File: src/rtl/jt89_pkg.sv
// Shared constants for the jt89 tone-period decoder.
// Holds the lock FSM state encoding, the default timeout and the tone width.
package jt89_pkg;

  // Lock FSM state encoding
  localparam logic [1:0] IDLE   = 2'd0;
  localparam logic [1:0] MEAS   = 2'd1;
  localparam logic [1:0] STEADY = 2'd2;

  // Default edge-less tick count before a constant level is declared
  localparam logic [10:0] TMO_DEF = 11'd1024;

  // Width of a recovered tone value
  localparam int unsigned TONEW = 10;

endpackage

File: src/rtl/jt89_edge_cnt.sv
// Edge detector and saturating tick counter for the tone-period decoder.
// Ports:
//   clk, rst     - system clock, synchronous active-high reset
//   clk_en       - PSG tick enable; state only advances when high
//   din          - square-wave input, sampled on clk_en
//   edge_tick    - sampled din differs from the previous sample (this tick)
//   cnt          - ticks since the last edge; equals T at an edge T ticks after the previous one
//   tmo          - this tick brings cnt to TMO without an edge
module jt89_edge_cnt #(
  parameter int unsigned TMO = 1024
) (
  input  logic        clk,
  input  logic        rst,
  input  logic        clk_en,
  input  logic        din,
  output logic        edge_tick,
  output logic [10:0] cnt,
  output logic        tmo
);

  localparam logic [10:0] TMO_C = 11'(TMO);

  logic din_d;

  assign edge_tick = clk_en && (din != din_d);
  // An edge on the same tick wins: that tick is a normal capture, not a timeout
  assign tmo       = clk_en && !edge_tick && (cnt >= TMO_C - 11'd1);

  always_ff @(posedge clk) begin
    if (rst) begin
      din_d <= 1'b0;
      cnt   <= 11'd0;
    end else if (clk_en) begin
      din_d <= din;
      if (edge_tick) begin
        cnt <= 11'd1;
      end else if (cnt >= TMO_C) begin
        cnt <= TMO_C;
      end else begin
        cnt <= cnt + 11'd1;
      end
    end
  end

endmodule

File: src/rtl/jt89_tone_meas.sv
// Tone-period decoder: the inverse of the PSG tone channel.
// Measures the half-period of a square wave in clk_en ticks; a channel with
// tone value N yields half-period N. Reports N once STABLE_N consecutive
// captures agree, and flags a constant level after TMO edge-less ticks.
// Ports:
//   clk, rst - system clock, synchronous active-high reset
//   clk_en   - PSG tick enable
//   din      - square-wave input
//   tone     - recovered tone value (0 while steady)
//   valid    - tone holds a locked measurement (also set while steady)
//   steady   - no edge seen for TMO ticks
//   level    - last sampled din
//   upd      - one-clk pulse when tone or steady changes, or on a lock from
//              valid=0 (only when JT89_TONE_MEAS_EVT_EN is defined)
// Optional feature macro: JT89_TONE_MEAS_EVT_EN
module jt89_tone_meas
  import jt89_pkg::*;
#(
  parameter int unsigned STABLE_N = 2,
  parameter int unsigned TMO      = 32'(TMO_DEF)
) (
  input  logic             clk,
  input  logic             rst,
  input  logic             clk_en,
  input  logic             din,
  output logic [TONEW-1:0] tone,
  output logic             valid,
  output logic             steady,
  output logic             level
`ifdef JT89_TONE_MEAS_EVT_EN
  ,
  output logic             upd
`endif
);

  localparam logic [2:0] STABLE_W = 3'(STABLE_N);

  logic             edge_tick;
  logic [10:0]      cnt;
  logic             tmo;
  logic [TONEW-1:0] cap;
  logic             unused_cnt_msb;

  logic [1:0]       state_q, state_d;
  logic [TONEW-1:0] cand_q, cand_d;
  logic [2:0]       match_q, match_d;
  logic [TONEW-1:0] tone_q, tone_d;
  logic             valid_q, valid_d;
  logic             steady_q, steady_d;
  logic             level_q, level_d;

  jt89_edge_cnt #(
    .TMO (TMO)
  ) u_edge_cnt (
    .clk       (clk),
    .rst       (rst),
    .clk_en    (clk_en),
    .din       (din),
    .edge_tick (edge_tick),
    .cnt       (cnt),
    .tmo       (tmo)
  );

  assign cap            = cnt[TONEW-1:0];
  assign unused_cnt_msb = cnt[10];

  always_comb begin
    state_d  = state_q;
    cand_d   = cand_q;
    match_d  = match_q;
    tone_d   = tone_q;
    valid_d  = valid_q;
    steady_d = steady_q;
    level_d  = level_q;
    if (clk_en) begin
      level_d = din;
      case (state_q)
        IDLE: begin
          // First edge only starts timing; the interval before it is unknown
          if (edge_tick) begin
            state_d = MEAS;
            match_d = 3'd0;
          end else if (tmo) begin
            state_d  = STEADY;
            steady_d = 1'b1;
            valid_d  = 1'b1;
            tone_d   = '0;
            match_d  = 3'd0;
          end
        end
        MEAS: begin
          if (edge_tick) begin
            if ((cap == cand_q) && (match_q != 3'd0)) begin
              match_d = (match_q >= STABLE_W) ? match_q : match_q + 3'd1;
            end else begin
              cand_d  = cap;
              match_d = 3'd1;
            end
            // A mismatch leaves tone/valid alone until the new value locks
            if (match_d == STABLE_W) begin
              tone_d  = cand_d;
              valid_d = 1'b1;
            end
          end else if (tmo) begin
            state_d  = STEADY;
            steady_d = 1'b1;
            valid_d  = 1'b1;
            tone_d   = '0;
            match_d  = 3'd0;
          end
        end
        STEADY: begin
          if (edge_tick) begin
            state_d  = MEAS;
            match_d  = 3'd0;
            steady_d = 1'b0;
            valid_d  = 1'b0;
          end
        end
        default: begin
          state_d = IDLE;
        end
      endcase
    end
  end

  always_ff @(posedge clk) begin
    if (rst) begin
      state_q  <= IDLE;
      cand_q   <= '0;
      match_q  <= 3'd0;
      tone_q   <= '0;
      valid_q  <= 1'b0;
      steady_q <= 1'b0;
      level_q  <= 1'b0;
    end else begin
      state_q  <= state_d;
      cand_q   <= cand_d;
      match_q  <= match_d;
      tone_q   <= tone_d;
      valid_q  <= valid_d;
      steady_q <= steady_d;
      level_q  <= level_d;
    end
  end

  assign tone   = tone_q;
  assign valid  = valid_q;
  assign steady = steady_q;
  assign level  = level_q;

`ifdef JT89_TONE_MEAS_EVT_EN
  logic upd_q, upd_d;

  // Lock from valid=0 counts even if the locked value equals the old tone
  always_comb begin
    upd_d = (tone_d != tone_q) || (steady_d != steady_q) ||
            (valid_d && !valid_q && (state_q == MEAS));
  end

  always_ff @(posedge clk) begin
    if (rst) begin
      upd_q <= 1'b0;
    end else begin
      upd_q <= upd_d;
    end
  end

  assign upd = upd_q;
`endif

endmodule

File: config.mk
export PLATFORM = sky130hd
export DESIGN_NAME = jt89_tone_meas
export DESIGN_NICKNAME = d
export VERILOG_FILES = /design/src/rtl/jt89_pkg.sv /design/src/rtl/jt89_edge_cnt.sv /design/src/rtl/jt89_tone_meas.sv
export SDC_FILE = /design/constraint.sdc
export NUM_CORES = 1
export LEC_CHECK = 0
export CORE_MARGIN = 2
export CORE_UTILIZATION = 50
export CTS_BUF_LIST = sky130_fd_sc_hd__clkbuf_8
export CTS_CLUSTER_SIZE = 12
export DETAILED_ROUTE_END_ITERATION = 10
export DONT_BUFFER_PORTS = 1
export PLACE_DENSITY = 0.72
export RECOVER_POWER = 25
export SLEW_MARGIN = 20
export SYNTH_ARGS = -nofsm -noshare
export SYNTH_HDL_FRONTEND = slang
export SYNTH_SLANG_ARGS = --single-unit
File: constraint.sdc
create_clock -name clk -period 2.3 [get_ports clk]
set_clock_uncertainty 0.1 [all_clocks]
set_input_delay 0.115 -clock clk [delete_from_list [all_inputs] [get_ports clk]]
set_output_delay 0.115 -clock clk [all_outputs]
set_load 0.01 [all_outputs]
==> results of run 1 <==
## repair_timing
action,4_1_cts,5_1_grt
endpoints found under the setup margin,0,1
gates resized for setup,0,3
endpoints found under the hold margin,39,0
setup buffers,0,0
hold buffers,4,0
## worst max-delay path by stage
| stage | start | end | slack, ps | depth (start not counted) |
|---|---|---|---|---|
| 2_1_floorplan | match_q[1] | cand_q[1] | 370 | 7 |
| 3_3_place_gp | match_q[1] | valid | 240 | 7 |
| 3_5_place_dp | match_q[1] | cand_q[3] | 230 | 7 |
| 4_1_cts | clk_en | u_edge_cnt.cnt[2] | 100 | 7 |
| 6_report | u_edge_cnt.din_d | u_edge_cnt.cnt[2] | 210 | 7 |
| 5_1_grt | u_edge_cnt.din_d | u_edge_cnt.cnt[2] | 20 | 7 |
## routing by layer
| layer | global-route usage [%] | up-vias |
|---|---|---|
| li1 | - | 927 |
| met4 | 6.918 | 0 |
| met3 | 3.134 | 5 |
| met2 | 31.24 | 49 |
| met5 | 0 | - |
| met1 | 28.58 | 859 |
## layout make-up
class                      count  share of cell area, %
multi-input combinational    191                  53.66
sequential                    39                  31.52
timing repair buffer          13                  4.740
clock buffer                   5                  2.774
tap                           52                  2.622
clock inverter                 3                  2.572
inverter                      14                  2.118
## kinds of logic after synthesis
logic type / count (synthesis) / share of synthesized area (%)
and+or+nand+nor: 100 / 25.51
DFF: 39 / 35.14
muxes: 19 / 8.558
buffers and inverters: 28 / 5.180
adders and majority gates: 9 / 5.068
xor gates and xnor gates: 12 / 5.068
AOI/OAI and AO/OA: 51 / 15.48
## flip-flops by register name (all words and copies together), names as in the netlist
name and count:
cand_q 10, steady 1, state_q 2, u_edge_cnt.din_d 1, u_edge_cnt.cnt 11, match_q 3, tone 10, valid 1
## through the flow
step | hold WS (ps) | total power, W | area (um^2) | util (%) | cells
6_report | 13.95 | 0.001498 | 2481 | 57.38 | 317
5_1_grt | 18.50 | 0.001545 | 2481 | 57.38 | 317
4_1_cts | 7.081 | 0.001504 | 2475 | 57.23 | 317
3_5_place_dp | 94.19 | 0.0008137 | 2292 | 53.01 | 305
3_3_place_gp | 90.77 | 0.0008137 | 2292 | 53.01 | 305
2_1_floorplan | 162.3 | 0.0007978 | 2222 | - | 258
## cells in the final DEF (no fill, tap or decap), types with 3 or more instances in the layout
cell type / instances
a211oi_1: 4
a21oi_1: 13
a311oi_1: 4
a31oi_1: 3
buf_4: 9
clkbuf_8: 5
dfxtp_1: 38
ha_1: 9
inv_1: 15
mux2i_1: 19
nand2_1: 13
nand2b_1: 15
nand3_1: 9
nand3b_1: 12
nor2_1: 25
nor3_1: 4
o21ai_0: 9
or4_1: 3
xnor2_1: 4
xor2_1: 7
## where the power goes
group / internal, W / switching (W) / leakage [nW]
combinational: 0.0000551 / 0.0000760 / 0.637
sequential: 0.000681 / 0.00000971 / 0.315
clock: 0.000429 / 0.000247 / 0.0695
==> results_dict.tcl, run 1 <==
set metrics [dict create \
    run_status "finished clean" \
    crit_path_max_incr_delay_ps 550 \
    root_buffer "clkbuf_8" \
    r2r_start "u_edge_cnt.din_d" \
    crit_type "reg -> reg" \
    powerDensity_nw_per_um2 603.7 \
    synth_commonest_cells "39 x dfxtp_1, 25 x nor2_1, 19 x mux2i_1, 15 x nand2b_1, 14 x inv_1" \
    io_pins 17 \
    antenna_found_initial 0 \
    relSlewSlack_pct 64.30 \
    num_rows 24 \
    tritoncts "built" \
    grt_max_degree 48 \
    first_iter_violations 173 \
    setup_slack_ps 205.0 \
    setup_viol 0 \
    min_to "u_edge_cnt.din_d" \
    period_needed_ps 2095 \
    die_x_um 70.67 \
    fill_cells 390 \
    synth_edf_count 0 \
    synth_area_um2 2222 \
    grt_pass1_vias 1690 \
    synthCells 258 \
    seqCellArea_um2 782.0 \
    end_kind "flip-flop" \
    required_ps 2440 \
    leakage_nw 1.022 \
    finalWeightedCongestion 0.8550 \
    dr.pass1.iters 4 \
    place_ws_ps 226.5 \
    fin_crit_sh_pct 91.09 \
    met3WireLength_um 218 \
    synth_most_common_cell "dfxtp_1" \
    cap_violations 0 \
    maxSlewViolCount 0 \
    whs_path_depth 2 \
    fmax_mhz 477.3 \
    synth_top_flop_cell "dfxtp_1" \
    wl_met2_um 2188 \
    syn_nets 271 \
    multi_input_area_um2 1331 \
    htreeDepth 2 \
    ant_nets 0 \
    finalHoldViolCount 0 \
    arrival_ps 2240 \
    initial_core_util_pct 51.39 \
    cts_buffer_depth 2 \
    cts.clk_slew.worst_paths_ps 80 \
    yosysWarnings 0 \
    rrSetupSlack_ps 210 \
    irDropWorstVdd_uv 341.0 \
    hold_class "in -> reg" \
    syn2layout_area_growth_pct 11.66 \
    fp.dieH_um 70.67 \
    worst-path-buf-inv 2 \
    avgViaCountPerCell 5.804 \
    met1Wirelength_um 2361 \
    clock_latency_ps 290 \
    min_from "rst" \
    dieArea_um2 4994 \
    cts.sinks 39 \
    core_area_um2 4324 \
    port_buffers 0 \
    wl_per_cell_um 15.22 \
    wl_um 4824 \
    drcViolationCount 0 \
    yosysTopAreaCellShare_pct 35.14 \
    r2r_end "u_edge_cnt.cnt[2]" \
    crit_slowest_cell "dlygate4sd3_1" \
    start_kind "flip-flop" \
    gr-usage-all-layers_pct 20.09 \
    fin_setup_tns_ps 0 \
    ys_seq_area_share_pct 35.14 \
    critical_path.cell_chain "xnor2_1 > nand2_1 > nor2_1 > buf_4 > nand3b_1 > a21oi_1 > dlygate4sd3_1" \
    dp_hpwl_um 3272 \
    avgSynthCellArea_um2 8.613 \
    synthArstFlopShare_pct 0 \
    grt_overflow 0 \
    top_layer_used "met4" \
    yosysTopAreaCell "dfxtp_1" \
    crit_fanout 4 \
    dr_total_vias 1840 \
    synth-seq-cells 39 \
    grt_pass1_wl_um 8066 \
    synth_area_leaders "dfxtp_1 35%, mux2i_1 8.6%, ha_1 5.1%" \
    antenna_cells 0 \
    cts_made_buffers 5 \
    synth.distinct_cells 50 \
    rsz0062_at_grt "no" \
    critPathTopFamily "buffers and inverters" \
    worst_pin_slew_ps 535.4 \
    drive_above_1_share_pct 9.057 \
    fin_nets 277 \
    reg2reg_depth 7 \
]
(Power assumes the default switching activity.)
==> run 2, diff against run 1 <==
==> constraint.sdc (replaced) <==
create_clock -name clk -period 2.3 [get_ports clk]
set_clock_uncertainty 0.1 [all_clocks]
set_input_delay 0.23 -clock clk [delete_from_list [all_inputs] [get_ports clk]]
set_output_delay 0.23 -clock clk [all_outputs]
set_load 0.01 [all_outputs]
==> run 2 against run 1 <==
  * Global-route usage is 0.12 points higher
  * Worst setup slack gained 26 ps
  * Sequential power about the same
  * Non-clock buffer count fell by 1
  * Via count rose by 0.22%
  * Worst hold slack improved by 0.59 ps
  * Sequential cell count unchanged
  * Count of clock-buffer cells in the layout unchanged
  * Critical path depth stayed put
  * Largest cell class unchanged
  * Largest power group unchanged
  * Highest routed layer unchanged
==> results_dict.tcl, run 2 (synthesized netlist as in run 1, its figures left out) <==
set metrics [dict create \
    run_status "finished clean" \
    worst-path-buf-inv 1 \
    num_rows 24 \
    crit_slowest_cell "or4_1" \
    grt_pass1_wl_um 8073 \
    rrSetupSlack_ps 230 \
    clock_latency_ps 290 \
    power_switching_w 0.0003239 \
    fin_crit_sh_pct 89.96 \
    final_common_cell "dfxtp_1" \
    required_ps 2380 \
    worst_pin_slew_ps 833.1 \
    rsz0062_at_grt "no" \
    relSlewSlack_pct 44.28 \
    cts_buffer_depth 2 \
    cts.sinks 39 \
    hold_class "in -> reg" \
    start_kind "flip-flop" \
    met1Wirelength_um 2375 \
    dp_hpwl_um 3272 \
    io_pins 17 \
    crit_type "reg -> reg" \
    ant_nets 0 \
    setup_viol 0 \
    fp.dieH_um 70.67 \
    die_x_um 70.67 \
    avgViaCountPerCell 5.835 \
    drive_above_1_share_pct 7.955 \
    fin_nets 276 \
    cts_made_buffers 5 \
    dieArea_um2 4994 \
    seq_power_share_pct 46.5 \
    clkPwrFrac_pct 45.4 \
    final_cells 316 \
    swShare_pct 21.81 \
    finalHoldViolCount 0 \
    crit_fanout 7 \
    cts.clk_slew.worst_paths_ps 80 \
    combPwrFrac_pct 8.1 \
    root_buffer "clkbuf_8" \
    port_buffers 0 \
    post_cts_buffers 0 \
    dr.pass1.iters 4 \
    drcViolationCount 0 \
    cap_violations 0 \
    first_iter_violations 169 \
    met3WireLength_um 211 \
    wl_per_cell_um 15.33 \
    initial_core_util_pct 51.39 \
    leakage_nw 1.008 \
    internal-power_w 0.001162 \
    finalWeightedCongestion 0.8550 \
    arrival_ps 2140 \
    wl_met2_um 2200 \
    dp_cells 305 \
    dr_total_vias 1844 \
    grt_max_degree 29 \
    ctsResizeCount 0 \
    fmax_mhz 483.3 \
    grt_pass1_vias 1683 \
    fin_setup_tns_ps 0 \
    total_power_w 0.001486 \
    top_layer_used "met4" \
    gr-usage-all-layers_pct 20.21 \
    top_register "u_edge_cnt.cnt" \
    antenna_found_initial 0 \
    tritoncts "built" \
    grt_overflow 0 \
    wl_um 4844 \
    syn2layout_area_growth_pct 10.47 \
    end_kind "flip-flop" \
    powerDensity_nw_per_um2 605.1 \
    maxSlewViolCount 0 \
    largest_reg_flops 11 \
    critPathTopFamily "simple AND/OR/NAND/NOR gates" \
    htreeDepth 2 \
    crit_path_max_incr_delay_ps 470 \
    fill_cells 397 \
    period_needed_ps 2069 \
    irDropWorstVdd_uv 341.1 \
    whs_ps 14.54 \
    cts_hold_buf 3 \
    core_area_um2 4324 \
    mostFrequentLayoutCells "39 x dfxtp_1, 25 x nor2_1, 19 x mux2i_1, 15 x inv_1, 15 x nand2b_1" \
    critical_path.cell_chain "inv_1 > ha_1 > nor2b_1 > or4_1 > nor3_4 > a311o_1 > o21ai_0" \
    antenna_cells 0 \
]
==> run 2: path summary, 6_finish.rpt <==
kind                            cells past startpoint    endpoint  startpoint
worst max register to register                      7  match_q[0]  match_q[1]
worst max-delay path                                7  match_q[0]  match_q[1]
worst min-delay path                                2     tone[2]         rst
worst min register to register                      2       valid       valid
==> run 2: cell type report <==
| type | count | area (um^2) | area share (%) |
|---|---|---|---|
| clock inverter | 3 | 63.81 | 2.599 |
| sequential | 39 | 780.7 | 31.80 |
| inverter | 14 | 52.55 | 2.141 |
| tap | 52 | 65.06 | 2.650 |
| timing repair buffer | 12 | 97.59 | 3.976 |
| multi-input combinational | 191 | 1326 | 54.03 |
| clock buffer | 5 | 68.82 | 2.803 |
==> run 2: routing by layer <==
layer	vias to the layer above	track usage [%]
li1	926	-
met1	867	28.67
met2	46	31.34
met3	5	3.419
met4	0	6.918
met5	-	0
==> run 2: power by group through the flow <==
| stage | logic (W) | clock network [W] | registers, W |
|---|---|---|---|
| finish | 0.000121 | 0.000675 | 0.000690 |
| global placement | 0.000108 | 0 | 0.000706 |
| floorplan | 0.0000940 | 0 | 0.000704 |
| CTS | 0.000120 | 0.000686 | 0.000690 |
| global route | 0.000133 | 0.000709 | 0.000692 |
| detailed placement | 0.000107 | 0 | 0.000706 |
==> run 2: metrics by stage <==
stage          area (um^2)  setup slack, ps  util [%]
3_5_place_dp          2292            226.5     53.01
4_1_cts               2455            224.0     56.77
5_1_grt               2455            91.12     56.77
6_report              2455            231.0     56.77
2_1_floorplan         2222            367.4         -
3_3_place_gp          2292            241.2     53.01
